### config.mk
export PLATFORM = sky130hd
export DESIGN_NAME = dlx_sdram_ctrl
export DESIGN_NICKNAME = d
export VERILOG_FILES = /design/src/rtl/dlx_sdram_ctrl.sv
export SDC_FILE = /design/constraint.sdc
export NUM_CORES = 1
export LEC_CHECK = 0
export BUFFER_PORTS_ARGS = -buffer_cell sky130_fd_sc_hd__buf_4
export CAP_MARGIN = 20
export CORE_ASPECT_RATIO = 0.8
export CORE_MARGIN = 10
export CORE_UTILIZATION = 50
export DETAILED_ROUTE_END_ITERATION = 16
export PLACE_DENSITY = 0.8
export SLEW_MARGIN = 20
export SYNTH_ARGS = -nofsm -noshare
export SYNTH_HDL_FRONTEND = slang
export SYNTH_SLANG_ARGS = --single-unit
### constraint.sdc
create_clock -name clk -period 3.1 [get_ports clk]
set_input_delay 0.31 -clock clk [delete_from_list [all_inputs] [get_ports clk]]
set_output_delay 0.31 -clock clk [all_outputs]
set_load 0.01 [all_outputs]
### src/rtl/dlx_sdram_ctrl.sv
// dlx_sdram_ctrl: UDLX data port to SDRAM command controller (init, auto-refresh, single-word access).
// Optional SDRAM_AUTO_PRECHARGE_EN: RD/WR carry auto-precharge (addr[10]=1) instead of an explicit PRE.
module dlx_sdram_ctrl #(
    parameter int DATA_WIDTH      = 32,
    parameter int DATA_ADDR_WIDTH = 20,
    parameter int DRAM_ADDR_WIDTH = 12,
    parameter int INIT_CYCLES     = 100,
    parameter int REFRESH_CYCLES  = 780,
    parameter int CAS_LATENCY     = 2,
    parameter int TRCD            = 2,
    parameter int TRP             = 2,
    parameter int TRFC            = 7,
    parameter int TWR             = 2
) (
    input  logic                       clk,
    input  logic                       rst_n,
    input  logic                       data_rd_en,
    input  logic                       data_wr_en,
    input  logic [DATA_ADDR_WIDTH-1:0] data_addr,
    input  logic [DATA_WIDTH-1:0]      data_write,
    output logic [DATA_WIDTH-1:0]      data_read,
    output logic                       data_ack,
    output logic                       init_done,
    output logic                       dram_cke,
    output logic                       dram_cs_n,
    output logic                       dram_ras_n,
    output logic                       dram_cas_n,
    output logic                       dram_we_n,
    output logic [1:0]                 dram_ba,
    output logic [DRAM_ADDR_WIDTH-1:0] dram_addr,
    output logic [DATA_WIDTH-1:0]      dram_dq_out,
    output logic                       dram_dq_oe,
    input  logic [DATA_WIDTH-1:0]      dram_dq_in
);
    typedef enum logic [3:0] {
        INIT_WAIT, INIT_PRE, INIT_REF1, INIT_REF2, INIT_MRS, IDLE, ACT, RW,
        CAS_WAIT, WR_REC, PRE, REF, DONE
    } state_t;

`ifdef SDRAM_AUTO_PRECHARGE_EN
    localparam logic AP = 1'b1;
`else
    localparam logic AP = 1'b0;
`endif

    localparam logic [3:0] CMD_NOP = 4'b0111;
    localparam logic [3:0] CMD_ACT = 4'b0011;
    localparam logic [3:0] CMD_RD  = 4'b0101;
    localparam logic [3:0] CMD_WR  = 4'b0100;
    localparam logic [3:0] CMD_PRE = 4'b0010;
    localparam logic [3:0] CMD_REF = 4'b0001;
    localparam logic [3:0] CMD_MRS = 4'b0000;

    localparam int CW  = $clog2(INIT_CYCLES + TRFC + TWR + TRP + CAS_LATENCY + TRCD + 2);
    localparam int RCW = $clog2(REFRESH_CYCLES + 1);

    // Wait loads hold "cycles until next command minus one"; the state moves on when cnt_q hits 0.
    localparam logic [CW-1:0]  C_INIT    = CW'(INIT_CYCLES);
    localparam logic [CW-1:0]  C_TRP     = CW'(TRP - 1);
    localparam logic [CW-1:0]  C_TRFC    = CW'(TRFC - 1);
    localparam logic [CW-1:0]  C_TRCD    = CW'(TRCD - 1);
    localparam logic [CW-1:0]  C_TWR     = CW'(TWR - 1);
    localparam logic [CW-1:0]  C_TWR_TRP = CW'(TWR + TRP - 1);
    localparam logic [CW-1:0]  C_CL      = CW'(CAS_LATENCY - 1);
    localparam logic [CW-1:0]  C_MRS     = CW'(1);
    localparam logic [RCW-1:0] C_REF     = RCW'(REFRESH_CYCLES);

    localparam logic [DRAM_ADDR_WIDTH-1:0] A_PALL = DRAM_ADDR_WIDTH'(11'h400);
    localparam logic [DRAM_ADDR_WIDTH-1:0] A_MODE = DRAM_ADDR_WIDTH'({3'(CAS_LATENCY), 4'b0000});

    state_t                     state_q, state_d;
    logic [CW-1:0]              cnt_q, cnt_d;
    logic [3:0]                 cmd_q, cmd_d;
    logic                       cke_q;
    logic [1:0]                 ba_q, ba_d;
    logic [DRAM_ADDR_WIDTH-1:0] addr_q, addr_d;
    logic [DATA_WIDTH-1:0]      dq_out_q, dq_out_d;
    logic                       dq_oe_q, dq_oe_d;
    logic [DATA_WIDTH-1:0]      data_read_q, data_read_d;
    logic                       ack_q, ack_d;
    logic                       init_done_q, init_done_d;
    logic [RCW-1:0]             ref_cnt_q, ref_cnt_d;
    logic                       ref_pend_q, ref_pend_d;
    logic                       expire;

    always_comb begin
        state_d     = state_q;
        cnt_d       = cnt_q - 1'b1;
        cmd_d       = CMD_NOP;
        ba_d        = ba_q;
        addr_d      = addr_q;
        dq_out_d    = '0;
        dq_oe_d     = 1'b0;
        data_read_d = data_read_q;
        ack_d       = 1'b0;
        init_done_d = init_done_q;
        expire      = init_done_q && ref_cnt_q == RCW'(1);
        ref_cnt_d   = (!init_done_q || expire) ? C_REF : ref_cnt_q - 1'b1;
        ref_pend_d  = ref_pend_q || expire;
        case (state_q)
            INIT_WAIT: begin
                cnt_d = cnt_q + 1'b1;
                if (cnt_q == C_INIT) begin
                    state_d = INIT_PRE;
                    cmd_d   = CMD_PRE;
                    addr_d  = A_PALL;
                    ba_d    = '0;
                    cnt_d   = C_TRP;
                end
            end
            INIT_PRE: if (cnt_q == '0) begin
                state_d = INIT_REF1;
                cmd_d   = CMD_REF;
                cnt_d   = C_TRFC;
            end
            INIT_REF1: if (cnt_q == '0) begin
                state_d = INIT_REF2;
                cmd_d   = CMD_REF;
                cnt_d   = C_TRFC;
            end
            INIT_REF2: if (cnt_q == '0) begin
                state_d = INIT_MRS;
                cmd_d   = CMD_MRS;
                addr_d  = A_MODE;
                ba_d    = '0;
                cnt_d   = C_MRS;
            end
            INIT_MRS: if (cnt_q == '0) begin
                state_d     = IDLE;
                init_done_d = 1'b1;
            end
            IDLE: begin
                // A refresh expiring this very cycle already beats a waiting request.
                if (ref_pend_q || expire) begin
                    state_d    = REF;
                    cmd_d      = CMD_REF;
                    cnt_d      = C_TRFC;
                    ref_pend_d = 1'b0;
                end else if (data_wr_en || data_rd_en) begin
                    if (data_addr[19]) begin
                        state_d     = DONE;
                        ack_d       = 1'b1;
                        data_read_d = '0;
                    end else begin
                        state_d = ACT;
                    end
                end
            end
            ACT: begin
                state_d = RW;
                cmd_d   = CMD_ACT;
                addr_d  = DRAM_ADDR_WIDTH'(data_addr[18:10]);
                ba_d    = data_addr[9:8];
                cnt_d   = C_TRCD;
            end
            RW: if (cnt_q == '0) begin
                addr_d = DRAM_ADDR_WIDTH'({AP, 2'b00, data_addr[7:0]});
                ba_d   = data_addr[9:8];
                if (data_wr_en) begin
                    state_d  = WR_REC;
                    cmd_d    = CMD_WR;
                    dq_oe_d  = 1'b1;
                    dq_out_d = data_write;
                    ack_d    = 1'b1;
                    cnt_d    = AP ? C_TWR_TRP : C_TWR;
                end else begin
                    state_d = CAS_WAIT;
                    cmd_d   = CMD_RD;
                    cnt_d   = C_CL;
                end
            end
            CAS_WAIT: if (cnt_q == '0) begin
                state_d     = WR_REC;
                data_read_d = dram_dq_in;
                ack_d       = 1'b1;
                cnt_d       = AP ? C_TRP : '0;
            end
            // Shared recovery wait: ends in PRE, or straight in IDLE when the bank self-precharges.
            WR_REC: if (cnt_q == '0) begin
                if (AP) begin
                    state_d = IDLE;
                end else begin
                    state_d = PRE;
                    cmd_d   = CMD_PRE;
                    cnt_d   = C_TRP;
                end
            end
            PRE: if (cnt_q == '0) state_d = IDLE;
            REF: if (cnt_q == '0) state_d = IDLE;
            DONE: state_d = IDLE;
            default: state_d = INIT_WAIT;
        endcase
    end

    always_ff @(posedge clk or negedge rst_n) begin
        if (!rst_n) begin
            state_q     <= INIT_WAIT;
            cnt_q       <= '0;
            cmd_q       <= 4'b1111;
            cke_q       <= 1'b0;
            ba_q        <= '0;
            addr_q      <= '0;
            dq_out_q    <= '0;
            dq_oe_q     <= 1'b0;
            data_read_q <= '0;
            ack_q       <= 1'b0;
            init_done_q <= 1'b0;
            ref_cnt_q   <= C_REF;
            ref_pend_q  <= 1'b0;
        end else begin
            state_q     <= state_d;
            cnt_q       <= cnt_d;
            cmd_q       <= cmd_d;
            cke_q       <= 1'b1;
            ba_q        <= ba_d;
            addr_q      <= addr_d;
            dq_out_q    <= dq_out_d;
            dq_oe_q     <= dq_oe_d;
            data_read_q <= data_read_d;
            ack_q       <= ack_d;
            init_done_q <= init_done_d;
            ref_cnt_q   <= ref_cnt_d;
            ref_pend_q  <= ref_pend_d;
        end
    end

    assign {dram_cs_n, dram_ras_n, dram_cas_n, dram_we_n} = cmd_q;
    assign dram_cke    = cke_q;
    assign dram_ba     = ba_q;
    assign dram_addr   = addr_q;
    assign dram_dq_out = dq_out_q;
    assign dram_dq_oe  = dq_oe_q;
    assign data_read   = data_read_q;
    assign data_ack    = ack_q;
    assign init_done   = init_done_q;
endmodule

## After elaboration in Yosys (flattened, before gate mapping)

Index checks and enable logic that the tools add are counted.

| operators by class | value |
|---|---|
| add/subtract/negate cells | 3 |
| equal/unequal tests | 26 |
| order comparisons | 0 |
| reductions and logical operators | 16 |
| div/mod/pow operators | 0 |
| bitwise operators | 0 |
| muxes and demuxes | 53 |
| multiply operators | 0 |
| shift operators | 0 |

Operator list:

| kind | number |
|---|---|
| 2-to-1 mux 32 bit | 7 |
| case mux 32 bit (2 select lines) | 1 |
| case mux 12 bit (4 select lines) | 1 |
| 2-to-1 mux 4 bit | 11 |
| case mux 4 bit (11 select lines) | 1 |
| case mux 7 bit (6 select lines) | 1 |
| 2-to-1 mux 12 bit | 3 |
| 2-to-1 mux 7 bit | 5 |
| case mux 3 bit (7 select lines) | 1 |
| equality test 4 bit, second input constant | 5 |
| != test 2 bit, second input constant | 10 |
| equality test 4 x 3 -> 1 bit, second input constant | 4 |
| 2-to-1 mux 3 bit | 5 |
| equality test 10 x 1 -> 1 bit, second input constant | 1 |
| 2-to-1 mux 1 bit | 10 |
| 2-to-1 mux 10 bit | 1 |
| subtractor 10 x 1 -> 10 bit, second input constant | 1 |
| AND reduction 9 bit | 1 |
| equality test 4 x 2 -> 1 bit, second input constant | 2 |
| 2-to-1 mux 2 bit | 4 |
| case mux 2 bit (4 select lines) | 1 |
| adder 7 x 1 -> 7 bit, second input constant | 1 |
| equality test 7 bit, second input constant | 1 |
| logical NOT 7 bit | 1 |
| 16 further kinds | 19 |

| storage, ports and cells | value |
|---|---|
| RAM bits | 0 |
| latch bits | 0 |
| bits in registers | 108 |
| memory bits (read-only) | 0 |
| memories kept | 0 |

## Longest topological paths before layout

Gate-level depths: netlist of the first run.

| depth | value |
|---|---|
| depth in word-level cells | 5 |
| mapped depth | 10 |
| gate-level depth less buffers | 7 |

## Worst setup path after synthesis of the first run

Ideal clock, no wire load.

| timing path | value |
|---|---|
| path type | reg2reg |
| start point | reg cnt_q[0] |
| end point | reg cnt_q[0] |
| slack | 0.921 ns |
| cell stages (with the launch flop) | 10 |
| arrival | 2.114 ns |
| required time | 3.035 ns |
| buffers on the path | 2 |
| cells stage by stage | dfrtp_1 > clkbuf_1 > inv_1 > ha_1 > nor4b_4 > and3_1 > buf_4 > or4_1 > a31oi_1 > a2111o_1 |

| on the way | value |
|---|---|
| word-level cells in the longest chain between the ends | 3 |
| elaborated cells between the ends (all ways) | 10 |
| classes of those cells | add/sub (2); eq/ne (1); mux (6); reduce/logical (1) |

Ends and longest elaborated chain:

| what | line | source |
|---|---|---|
| start: declaration | 72 | `logic [CW-1:0] cnt_q, cnt_d;` |
| start signal: assignment | 212 | `cnt_q <= cnt_d;` |
| subtractor 7 x 1 -> 7 bit, or another cell as far along | 88 | `cnt_d = cnt_q - 1'b1;` |
| 2-to-1 mux 7 bit, on equally long branches | -- |  |
| case mux 7 bit (6 select lines) * | 100 | `case (state_q)` |
| net cnt_d[0] | 72 |  |

Mark *: on every way through the listed nets, which the timed path passes. The rest lies on a longest branch.
A chain may end at the register's enable or synchronous reset.

## Final worst setup path of the first run

| timing path | value |
|---|---|
| start point | reg cnt_q[0] |
| end point | reg data_read_q[31], in the netlist data_read[31] |

| on the way | value |
|---|---|
| word-level cells in the longest chain between the ends | 3 |

Ends and longest elaborated chain:

| what | line | source |
|---|---|---|
| logical NOT 7 bit | 172 | `CAS_WAIT: if (cnt_q == '0) begin` |
| != test 2 bit (no source line) | -- |  |
| AND reduction 5 bit (no source line) | -- |  |
| end signal: assignment | 219 | `data_read_q <= data_read_d;` |
| end: declaration | 79 | `logic [DATA_WIDTH-1:0] data_read_q, data_read_d;` |

Every way passes these cells.

==> results of run 1 <==
-- layout make-up --
| type | count | area [um^2] | share of cell area, % |
|---|---|---|---|
| multi-input cells | 349 | 2040 | 30.9 |
| repair buffers | 182 | 1370 | 20.7 |
| flip-flops and latches | 106 | 2660 | 40.4 |
| clock inverters | 7 | 121 | 1.84 |
| inverters | 9 | 33.8 | 0.512 |
| clock buffers | 9 | 225 | 3.41 |
| well taps | 119 | 149 | 2.26 |
-- final timing paths --
| kind | to | depth (start not counted) | start |
|---|---|---|---|
| worst max-delay path | data_read[31] | 8 | cnt_q[0] |
| worst min register to register | dram_addr[0] | 1 | dram_addr[0] |
| worst min-delay path | dram_dq_out[0] | 1 | rst_n |
| max in group asynchronous | cmd_q[2] | 2 | rst_n |
| min in group clk | data_read[23] | 3 | dram_dq_in[23] |
| worst max register to register | data_read[31] | 8 | cnt_q[0] |
-- cell usage in the layout (no fill, tap or decap), types with 7 or more instances in the layout --
cell / Yosys / routed
buf_4: 3 / 182
dfrtp_1: 98 / 98
nand2_1: 88 / 88
o21ai_0: 37 / 37
and2_1: 33 / 33
nor2_1: 24 / 23
nand3_1: 14 / 14
nor2b_1: 12 / 12
a31oi_1: 11 / 11
o21ai_1: 11 / 11
a21oi_1: 10 / 10
inv_1: 9 / 9
clkbuf_16: 0 / 9
nor3_1: 8 / 8
xnor2_1: 8 / 8
o2bb2ai_1: 8 / 8
dfstp_2: 8 / 8
nand2b_1: 7 / 7
-- per-stage QoR --
step / hold WS [ns] / worst slack (ns) / instances / instance area, um^2
2_1_floorplan: 0.0144 / 0.921 / 500 / 4920
3_3_place_gp: 0.455 / 0.710 / 765 / 6250
3_5_place_dp: 0.462 / 0.634 / 765 / 6250
4_1_cts: 0.0842 / 0.617 / 781 / 6600
5_1_grt: 0.114 / 0.391 / 781 / 6600
6_report: 0.0456 / 0.605 / 781 / 6600
-- state kept, by name (all words and copies together), names as in the netlist --
signal	flops
ref_pend_q	1
cmd_q	4
state_q	4
dram_dq_oe	1
ref_cnt_q	10
init_done	1
dram_cke	1
data_read	32
dram_ba	2
dram_addr	10
data_ack	1
dram_dq_out	32
cnt_q	7
-- layer usage --
metal	track usage, %	part of all wire (%)	vias to the layer above
li1	-	-	2021
met3	11.0	15	23
met5	0	0	-
met4	6.50	1.9	0
met1	24.9	39	1998
met2	29.1	44	236
-- synthesized netlist by cell type, types with 2 or more instances --
library cell   n
nor3_1         8
inv_1          9
buf_6          4
buf_2         12
ha_1           4
nor2b_1       12
a31oi_1       11
buf_1          3
xnor2_1        8
and3_1         4
clkbuf_1      13
nor2_1        24
nand3_1       14
a21oi_1       10
nand2_1       88
or3_1          4
a221oi_1       3
nand2b_1       7
mux2_4         2
o211ai_1       3
dfstp_2        8
o22ai_1        4
a22o_1         4
o2bb2ai_1      8
conb_1         2
or4_1          2
o21ai_0       37
xor2_1         4
buf_4          3
o221ai_1       2
dfrtp_1       98
and2_1        33
or2_0          2
or2_2          2
a31o_2         3
o21ai_1       11
-- worst max-delay path: stages, from the launching register on --
cell,delay (ns)
dfrtp_1,0.48
inv_1,0.12
ha_1,0.24
nor4b_4,0.32
and3_1,0.41
nand3_1,0.25
buf_4,0.30
nand2_1,0.11
o21ai_0,0.12
-- power breakdown --
| part | leakage [nW] | switching, mW | internal [mW] |
|---|---|---|---|
| registers | 1.38 | 0.362 | 1.72 |
| logic | 1.64 | 1.12 | 0.968 |
| clock network | 0.168 | 0.568 | 0.732 |
-- cells by family after synthesis --
group | Yosys count | share of synthesized area [%]
compound gates | 114 | 15.3
other cells | 2 | 0.153
xor+xnor | 12 | 2.14
buf+inv | 45 | 4.61
mux | 3 | 0.840
flops | 106 | 54.1
simple gates | 212 | 21.8
fa+ha+maj | 4 | 1.02
==> metrics, run 1 <==
clk_skew 0.0114 ns; Initial DRC Count 415; CP Capture Type flip-flop; EDFF count, synth 0; row count 32; crit path max fanout 28; status complete, no violations; grt total ovfl 0; startpoint types flip-flop; worst rel slew slack 44.5%; max-slew violations 0; number of CTS-inserted buffers 9; largest cells by area after synthesis dfrtp_1, nand2_1, dfstp_2, and2_1, o21ai_0; CTS Hold Bufs 0; post-synthesis register bit count 106; vias 4,278; initial antenna violation count 0; CTS Buffer Depth 2; Root Driver clkbuf_16; Die X 131 um; antenna-violating nets left 0; TritonCTS clock tree built; fin util 68.6%; worst skew pair latency 0.35 ns; Worst Path Arrival 2.70 ns; DR pass1 iterations 5; fillcell total 739; cell taking the most area after synthesis dfrtp_1; GP Congestion 0.967; vias per cell 5.48; WS Path Type flip-flop to flip-flop; vias in the first global route 4,357; share of layout cells above drive strength 1 33.7%; Most used DFF post-synth dfrtp_1; Peak Freq 401 MHz; Initial Utilization 51.2%; HPWL after DPL 10,800 um; Final nets 749; Pwr Total 5.47 mW; io pins 174; # setup viols final 0; maximum vdd ir drop 0.334 mV; Tcrit/Tclk final 80.5%; Slew @ Worst Pin 0.832 ns; Syn-to-layout area delta 34.1%; Distinct cells, synth 68; Remaining DRCs 0; CTS clock-pin slew for the worst setup and hold paths 0.08 ns; routed len/inst 18.4 um; first-pass GRT wire length 22,600 um; share of the synthesized area in the top cell type 49.9%; post-CTS sizing 0; ys async rst share 100%; n_diodes 0; Leakage 3.19 nW; Post-Syn Area 4920 um^2; number of buffers added on ports 171; setup bufs post-CTS 0; RSZ-0062 raised after global routing no; die area 14,200 um^2; worst path required time 3.30 ns; routed wire length 14,400 um; Worst R2R Setup Slack 0.60 ns; Ys Warns 0; Core Region 9610 um^2; Final Hold Viols 0; Pwr Density 830 nW/um^2; Total GRT Usage 20.0%; Avg Synthesized Cell Area 9.87 um^2; post-layout minimum cycle time 2.50 ns; largest net degree at the start of global routing 68; H-tree depth 3; Die H 109 um; Sink Count 106; Hold Path Class input port to asynchronous set/reset pin; setup TNS 0 ns; MaxCap Viol Count 0; post-synthesis sequential area ratio 54.1%; post-synthesis cell count 498
Power figures use the tool's default switching activity.
==> run 2: changes to the inputs <==
Clock period 3.1 ns to 2.5 ns, I/O delays scaled along.
==> run 2 against run 1 <==
Effect of this change: count of clock-buffer cells in the layout increased by 2; global-route usage down 0.097 points; first-iteration DRC count down 25%; wire length decreased by 2.2%; setup slack worse by 0.38 ns; clock skew decreased by 0.0044 ns; final cell count rose by 0.90%; register-to-register slack got worse by 0.38 ns.
==> metrics, run 2 (synthesis results as in run 1) <==
status complete, no violations; hold path depth 3; CP Capture Type flip-flop; row count 32; max-slew violations 0; first-pass GRT wire length 22,300 um; maximum vdd ir drop 0.501 mV; CP peak stage delay 0.44 ns; Die X 131 um; Leakage 3.21 nW; Pwr Density 989 nW/um^2; Final Cell Area 6630 um^2; area of the multi-input gates 2040 um^2; post-layout minimum cycle time 2.27 ns; Finished Layout Cells 788; Peak Freq 440 MHz; Top delay family on crit path simple AND/OR/NAND/NOR gates; CP max stage cell dfrtp_1; vias in the first global route 4,346; routed len/inst 17.8 um; initial antenna violation count 0; Remaining DRCs 0; placed insts 771; Initial Utilization 51.2%; most common cell after layout, fill and taps aside buf_4; # setup viols final 0; clk_skew 0.00705 ns; Worst Path Arrival 2.50 ns; R2R depth 7; CP bufs+invs 1; Root Driver clkbuf_16; io pins 174; share of layout cells above drive strength 1 34.1%; GP Congestion 0.871; number of CTS-inserted buffers 9; WS Path Type flip-flop to flip-flop; Die H 109 um; worst r2r src cnt_q[1]; CTS Hold Bufs 1; setup bufs post-CTS 0; RSZ-0062 raised after global routing no; worst path required time 2.73 ns; number of buffers added on ports 171; Slew @ Worst Pin 0.720 ns; vias per cell 5.42; n_diodes 0; worst rel slew slack 52.0%; DR pass1 iterations 4; H-tree depth 3; Sink Count 106; setup TNS 0 ns; fillcell total 748; worst skew pair latency 0.35 ns; Worst Setup SP cnt_q[1]; CTS Buffer Depth 2; startpoint of the lowest-slack hold path dram_dq_in[19]; largest net degree at the start of global routing 56; MaxCap Viol Count 0; CP Depth 7; Total GRT Usage 19.9%; critical path, cell by cell inv_1 > ha_1 > nor4b_4 > and3_1 > or4_1 > a31oi_1 > a2111o_1; Tcrit/Tclk final 91.0%; Final Hold Viols 0; Core Region 9610 um^2; Syn-to-layout area delta 34.8%; TritonCTS clock tree built; crit path max fanout 8; post-CTS sizing 0; Hold Path Class input port to flip-flop; most frequent cells in the layout buf_4, dfrtp_1, nand2_1; vias 4,268; Placed Area 6330 um^2; CTS clock-pin slew for the worst setup and hold paths 0.07 ns; grt total ovfl 0; routed wire length 14,000 um; antenna-violating nets left 0; die area 14,200 um^2; Final nets 756; HPWL after DPL 10,900 um; startpoint types flip-flop; fin util 69.0%; Initial DRC Count 310; FF+latch area 2660 um^2
==> run 2: power by group <==
part	internal [mW]	switching, mW	total [mW]
combinational	1.26	1.42	2.68
clock	0.721	0.647	1.37
sequential	2.13	0.376	2.51
total	4.11	2.44	6.56
==> run 2: metrics by stage <==
stage	setup slack (ns)	hold WS [ns]	power, mW
6_report	0.225	0.102	6.56
5_1_grt	0.0622	0.0918	7.01
4_1_cts	0.245	0.0899	6.60
3_5_place_dp	0.260	0.350	5.21
3_3_place_gp	0.368	0.346	5.11
2_1_floorplan	0.321	-0.0456	4.09
==> run 2: layout make-up <==
class	instances	area share [%]
multi-input cells	349	30.7
repair buffers	189	22.0
inverters	9	0.510
well taps	119	2.25
clock buffers	11	3.66
clock inverters	5	0.679
flip-flops and latches	106	40.2
==> run 2: path summary, 6_finish.rpt <==
check                           endpoint  slack, ns
max                             cnt_q[0]       0.23
min                        data_read[19]       0.10
max reg2reg                     cnt_q[0]       0.23
min reg2reg                 dram_addr[2]       0.49
max in group asynchronous   data_read[1]       1.39
min in group asynchronous       dram_cke       0.49
==> run 2: worst min-delay path, stage by stage <==
cell	delay, ns
buf_4	0.07
nand2_1	0.03
o21ai_0	0.06
==> run 2: layer usage <==
layer	share of wire [%]	track usage [%]
met1	37	22.2
met2	48	32.0
met3	14	11.3
met4	1.3	6.02
met5	0	0
